--- src/rtl/pipeline_pkg.sv ---
// Shared definitions for the pipeline stages: redirect selects, special
// opcodes, the empty-slot word and the fetch FSM state encoding.
package pipeline_pkg;

    localparam logic [1:0] PC_SEQ = 2'b00;
    localparam logic [1:0] PC_BR  = 2'b01;
    localparam logic [1:0] PC_JR  = 2'b10;
    localparam logic [1:0] PC_J   = 2'b11;

    localparam logic [5:0]  OP_QUIT  = 6'b111111;
    localparam logic [31:0] NOP_WORD = 32'h0000_0000;

    typedef enum logic [1:0] {
        IDLE = 2'b00,
        WAIT = 2'b01,
        HALT = 2'b10
    } if_state_e;

endpackage

--- src/rtl/stage_if_npc.sv ---
// Redirect target mux: picks the branch, jr or jump target from pc_select.
module stage_if_npc
    import pipeline_pkg::*;
(
    input  logic [1:0]  pc_select,
    input  logic [31:0] pc_b,
    input  logic [31:0] pc_j,
    input  logic [31:0] pc_jr,
    output logic [31:0] target
);

    // Target selection; sequential select never uses the result.
    always_comb begin
        target = pc_b;
        case (pc_select)
            PC_BR:   target = pc_b;
            PC_JR:   target = pc_jr;
            PC_J:    target = pc_j;
            default: target = pc_b;
        endcase
    end

endmodule

--- src/rtl/stage_if.sv ---
// Instruction-fetch stage: fills the IF/ID register from instruction memory
// over a req/ack handshake with one request in flight, honouring decode's
// stall and delayed-branch redirects.
// Optional build macro FETCH_HALT_EN: a fetched quit opcode halts fetching.
//
// state | meaning
// IDLE  | no request in flight; requests whenever the IF/ID slot frees up
// WAIT  | request issued, waiting for ack; address held, IF/ID slot empty
// HALT  | quit fetched; no further requests until reset
module stage_if
    import pipeline_pkg::*;
#(
    parameter logic [31:0] RESET_PC  = 32'h0000_0000,
    parameter logic [31:0] NOP_INSTR = NOP_WORD
)(
    input  logic        clock,
    input  logic        reset_0,
    input  logic        stall,
    input  logic [1:0]  pc_select,
    input  logic [31:0] pc_b,
    input  logic [31:0] pc_j,
    input  logic [31:0] pc_jr,
    output logic        imem_req,
    output logic [31:0] imem_addr,
    input  logic        imem_ack,
    input  logic [31:0] imem_rdata,
    output logic [31:0] pc4_id,
    output logic [31:0] instr_id,
    output logic        valid_id
);

    if_state_e   state_q, state_d;
    logic [31:0] fetch_pc_q, fetch_pc_d;
    logic [31:0] redir_pc_q, redir_pc_d;
    logic        redir_pending_q, redir_pending_d;
    logic        valid_q, valid_d;
    logic [31:0] instr_q, instr_d;
    logic [31:0] pc4_q, pc4_d;

    logic        consume;
    logic        slot_free;
    logic        req_int;
    logic        ack_take;
    logic        redirect_now;
    logic        quit_hit;
    logic [31:0] target;
    logic [31:0] fetch_pc_inc;

    stage_if_npc u_npc (
        .pc_select (pc_select),
        .pc_b      (pc_b),
        .pc_j      (pc_j),
        .pc_jr     (pc_jr),
        .target    (target)
    );

    assign fetch_pc_inc = fetch_pc_q + 32'd4;
    assign consume      = valid_q & ~stall;
    assign slot_free    = ~valid_q | consume;

`ifdef FETCH_HALT_EN
    assign quit_hit = (imem_rdata[31:26] == OP_QUIT);
`else
    assign quit_hit = 1'b0;
`endif

    // Request generation: IDLE asks only when the slot can take the result.
    always_comb begin
        req_int = 1'b0;
        case (state_q)
            IDLE:    req_int = slot_free;
            WAIT:    req_int = 1'b1;
            HALT:    req_int = 1'b0;
            default: req_int = 1'b0;
        endcase
    end

    // Acks without our own outstanding request (e.g. stale after reset) are dropped.
    assign ack_take = req_int & imem_ack;
    // Redirects only count when decode actually takes the branch this cycle;
    // in IDLE a consume always coincides with the delay-slot request.
    assign redirect_now = consume & (pc_select != PC_SEQ) & req_int;

    assign imem_req  = req_int & reset_0;
    assign imem_addr = fetch_pc_q;
    assign pc4_id    = pc4_q;
    assign instr_id  = instr_q;
    assign valid_id  = valid_q;

    // Next-state logic for the fetch FSM.
    always_comb begin
        state_d = state_q;
        case (state_q)
            IDLE: begin
                if (req_int) begin
                    if (!imem_ack)     state_d = WAIT;
                    else if (quit_hit) state_d = HALT;
                end
            end
            WAIT: begin
                if (imem_ack) state_d = quit_hit ? HALT : IDLE;
            end
            HALT:    state_d = HALT;
            default: state_d = IDLE;
        endcase
    end

    // IF/ID slot, fetch PC and pending-redirect updates.
    always_comb begin
        fetch_pc_d      = fetch_pc_q;
        redir_pc_d      = redir_pc_q;
        redir_pending_d = redir_pending_q;
        valid_d         = valid_q;
        instr_d         = instr_q;
        pc4_d           = pc4_q;
        if (ack_take) begin
            valid_d         = 1'b1;
            instr_d         = imem_rdata;
            pc4_d           = fetch_pc_inc;
            redir_pending_d = 1'b0;
            if (redir_pending_q)   fetch_pc_d = redir_pc_q;
            else if (redirect_now) fetch_pc_d = target;
            else                   fetch_pc_d = fetch_pc_inc;
        end else begin
            if (consume) begin
                valid_d = 1'b0;
                instr_d = NOP_INSTR;
            end
            // Delay slot still in flight: remember where to go once it lands.
            if (redirect_now) begin
                redir_pc_d      = target;
                redir_pending_d = 1'b1;
            end
        end
    end

    // State registers with asynchronous active-low reset.
    always_ff @(posedge clock or negedge reset_0) begin
        if (!reset_0) begin
            state_q         <= IDLE;
            fetch_pc_q      <= RESET_PC;
            redir_pc_q      <= 32'h0;
            redir_pending_q <= 1'b0;
            valid_q         <= 1'b0;
            instr_q         <= NOP_INSTR;
            pc4_q           <= 32'h0;
        end else begin
            state_q         <= state_d;
            fetch_pc_q      <= fetch_pc_d;
            redir_pc_q      <= redir_pc_d;
            redir_pending_q <= redir_pending_d;
            valid_q         <= valid_d;
            instr_q         <= instr_d;
            pc4_q           <= pc4_d;
        end
    end

endmodule

--- config.mk ---
export PLATFORM = sky130hd
export DESIGN_NAME = stage_if
export DESIGN_NICKNAME = d
export VERILOG_FILES = /design/src/rtl/pipeline_pkg.sv /design/src/rtl/stage_if_npc.sv /design/src/rtl/stage_if.sv
export SDC_FILE = /design/constraint.sdc
export NUM_CORES = 1
export LEC_CHECK = 0
export ABC_AREA = 1
export ABC_CLOCK_PERIOD_IN_PS = 1790
export CAP_MARGIN = 20
export CELL_PAD_IN_SITES_DETAIL_PLACEMENT = 1
export CELL_PAD_IN_SITES_GLOBAL_PLACEMENT = 1
export CORE_ASPECT_RATIO = 0.9
export CORE_MARGIN = 2
export CORE_UTILIZATION = 39
export CTS_CLUSTER_DIAMETER = 80
export DETAILED_ROUTE_END_ITERATION = 8
export DONT_BUFFER_PORTS = 1
export PLACE_DENSITY = 0.8
export SLEW_MARGIN = 30
export SYNTH_ARGS = -nofsm -noshare
export SYNTH_HDL_FRONTEND = slang
export SYNTH_HIERARCHICAL = 1
export SYNTH_SLANG_ARGS = --single-unit
--- constraint.sdc ---
create_clock -name clock -period 1.79 [get_ports clock]
set_input_delay 0.358 -clock clock [delete_from_list [all_inputs] [get_ports clock]]
set_output_delay 0.358 -clock clock [all_outputs]
set_load 0.02 [all_outputs]
==> results.cfg <==
[routing]
detailroute.via_count = 6674
postRouteAntennaNets = 0
drt-total-wl_mm = 24.28
drt_drc_violations_left = 0
post_drt_via_cell_ratio = 5.462
first_drt_pass_iteration_count = 5
drt_iter0_markers = 438
routed_wire_length_per_instance_um = 19.87

[logic_synthesis]
post_synth_inst_count = 950
synthesis.yosys.warnings = 6
synth_enable_flop_cells = 0
yosysUniqueCellTypes = 42
mappedNetlistNets = 1085
synth-async-reset-ratio = 1.000
synth_ff_type = dfrtp_1
ys_seq_elements = 132
synthesis.area_per_instance_um2 = 7.938
netlist_area_before_placement_mm2 = 0.007541
sequential_fraction_of_the_synthesis_area = 0.4380

[finish]
n_antenna_cell = 0
nFillCells = 2271
finish.instance_area_mm2 = 0.008558
post_route_cells_drive_above_1_share = 0.1523
area.growth.synth_to_final_pct = 13.49
most-common-layout-cells = 270 x nand2_1, 172 x nand3_1, 131 x dfrtp_1, 79 x inv_1, 45 x o21ai_0
final_net_count = 1094
layout_commonest_cell = nand2_1

[power_and_ir_drop]
max-vdd-ir-drop_v = 0.0006524
p_per_area_mw_per_mm2 = 1327
p_leak_nw = 4.233

[critical_path]
critical_path_class = reg2reg
worst_path_max_fanout = 5
crit_path_max_incr_delay_ns = 0.48
end_kind = flop
start_kind = flop
required_ns = 2.11
cp_common_cell = nand2_1
worst_path_max_delay_cell = dfrtp_1
arrival_ns = 2.02
timing.critical_path.cells = nand2_1 -> nor2_1 -> nand2_1 -> nor2_1 -> nand2_1 -> nand2_1 -> nand3_1 -> o21a_1

[timing]
clock_skew_ns = 0.01066
finalWorstPathRequiredPeriod_ns = 1.691
maxSlewViolCount = 0
maxSlewHeadroom = 0.7136
finalSetupViolations = 0
timing.final.crit_share = 0.9449
unrepaired_setup_endpoints_after_global_routing = true
postLayoutSetupSlackWorst_ns = 0.09864
achievable-frequency_mhz = 591.2
hold-worst-slack_ns = -0.3777
final_hold_violation_count = 132
worst_pin_slew_ns = 0.4251

[placed_design]
gp_congestion = 0.8120
dpl-instance-area_mm2 = 0.007903
port-buffer-count = 0
minimum_setup_slack_after_placement_ns = 0.05607
place_hpwl_mm = 17.42

[floorplan]
io_pins = 232
num_rows = 48
die_height_um = 135.9
coreArea_mm2 = 0.01904
die-width_um = 150.6
dieArea_mm2 = 0.02047
initial_core_util = 0.3961

[clock_tree]
tritoncts.num_buffers = 17
clk_transition_reported_paths_ns = 0.06
cts_max_path_buffers = 2
worst_skew_pair.late_latency_ns = 0.43
hold_buffers = 1
tritoncts = built
htree_levels = 4
cts_root_buf = clkbuf_16
clkSinkCount = 132

[global_route]
grt_start_max_net_pins = 134
vias_in_the_first_global_route = 6798
track_usage = 0.2368
wire_length_of_the_first_global_routing_pass_mm = 37.31
grt.overflow.total = 0
antenna_violations_before_repair = 0

[run_status]
run_status = finished with violations
failed_checks = negative hold slack

[flow_run]
drv_cap = 0

[hold_path]
hold_class = in2async
[synthesized netlist by cell type (2+ instances only)]
cell type / n / area share
a22oi_1: 9 / 0.0090
clkbuf_8: 3 / 0.0055
dfrtp_1: 132 / 0.44
buf_1: 4 / 0.0020
nand3_2: 12 / 0.016
o21bai_1: 2 / 0.0020
nand2_2: 3 / 0.0025
inv_2: 2 / 0.0010
nor2_8: 2 / 0.0053
o31ai_1: 2 / 0.0020
o211ai_1: 4 / 0.0040
a21oi_1: 32 / 0.021
nand3_1: 172 / 0.11
o21ai_0: 48 / 0.032
mux2_2: 2 / 0.0030
a21boi_2: 4 / 0.0060
a2bb2oi_1: 2 / 0.0023
nand2_4: 3 / 0.0045
a21boi_1: 5 / 0.0050
buf_2: 16 / 0.011
o21a_1: 19 / 0.019
xor2_1: 9 / 0.010
buf_4: 11 / 0.011
o21ai_1: 2 / 0.0013
nor2_4: 3 / 0.0045
inv_1: 79 / 0.039
nand2_1: 270 / 0.13
mux2_4: 20 / 0.040
nor2_2: 7 / 0.0058
clkbuf_1: 17 / 0.0085
buf_6: 8 / 0.012
nor2_1: 36 / 0.018
[area by class of cell]
type                            count  area [um2]  area share
Multi-Input combinational cell    676        3597      0.4203
Sequential cell                   132        3304      0.3861
Tap cell                          250       312.8     0.03655
Clock inverter                     15       170.2     0.01988
Clock buffer                       17       425.4     0.04971
Timing Repair Buffer               49       432.9     0.05058
Inverter                           83       315.3     0.03684
[cell families after synthesis]
family,Yosys count,synth area share
adder cells (fa/ha/maj),1,0.001659
AND/OR/NAND/NOR,510,0.3066
XOR/XNOR,9,0.01045
AO/OA/AOI/OAI,134,0.1093
multiplexers,22,0.04281
buffers and inverters,142,0.09109
flip-flops,132,0.4380
[routing by layer]
layer,vias up,wire [um],global-route usage
met1,3258,11070,0.3228
met5,-,0,0
met4,0,303,0.05659
met2,259,11050,0.3758
li1,3134,-,-
met3,23,1857,0.06376
[metrics by stage]
stage,utilization,hold WS (ns),power (mW),setup TNS [ns],std cells
CTS,0.4469,-0.3920,11.36,0,1221
global route,0.4495,-0.3941,11.93,-0.007816,1222
floorplan,-,0.06241,6.629,0,950
detailed placement,0.4151,0.06506,7.740,0,1188
finish,0.4495,-0.3777,11.36,0,1222
global placement,0.4151,0.06683,7.595,0,1188
[registers in the layout, summed over array words and instances, names as in the netlist]
signal	flops
redir_pending_q	1
redir_pc_q	32
valid_id	1
pc4_id	32
imem_addr	32
state_q	2
instr_id	32
[critical path, delay by kind of cell (launching register included)]
family             cells  cell delay (ns)
AOI/OAI and AO/OA      1             0.14
DFF                    1             0.48
and+or+nand+nor        7             0.96
[power by group]
part           total, mW  internal (mW)  switching, mW  leakage, nW
Combinational       3.07           1.19           1.87         2.38
Sequential          4.75           3.67           1.08         1.57
Clock               3.54           2.08           1.46        0.281
[worst paths after layout]
kind / from / end / slack, ns / depth (start not counted)
worst min register to register: state_q[0] / state_q[1] / 0.45 / 1
max in group asynchronous: reset_0 / imem_addr[19] / 2.02 / 0
worst max register to register: imem_addr[20] / pc4_id[31] / 0.1 / 8
worst min-delay path: reset_0 / pc4_id[17] / -0.38 / 0
min in group clock: imem_rdata[15] / instr_id[15] / 0.05 / 2
worst max-delay path: imem_addr[20] / pc4_id[31] / 0.1 / 8
[what timing repair did]
item | CTS | global route
endpoints found under the hold margin | 133 | 132
endpoints found under the setup margin | 0 | 24
buffers inserted | 0 | 1
resized for setup | 0 | 12
Power figures use the tool's default switching activity.
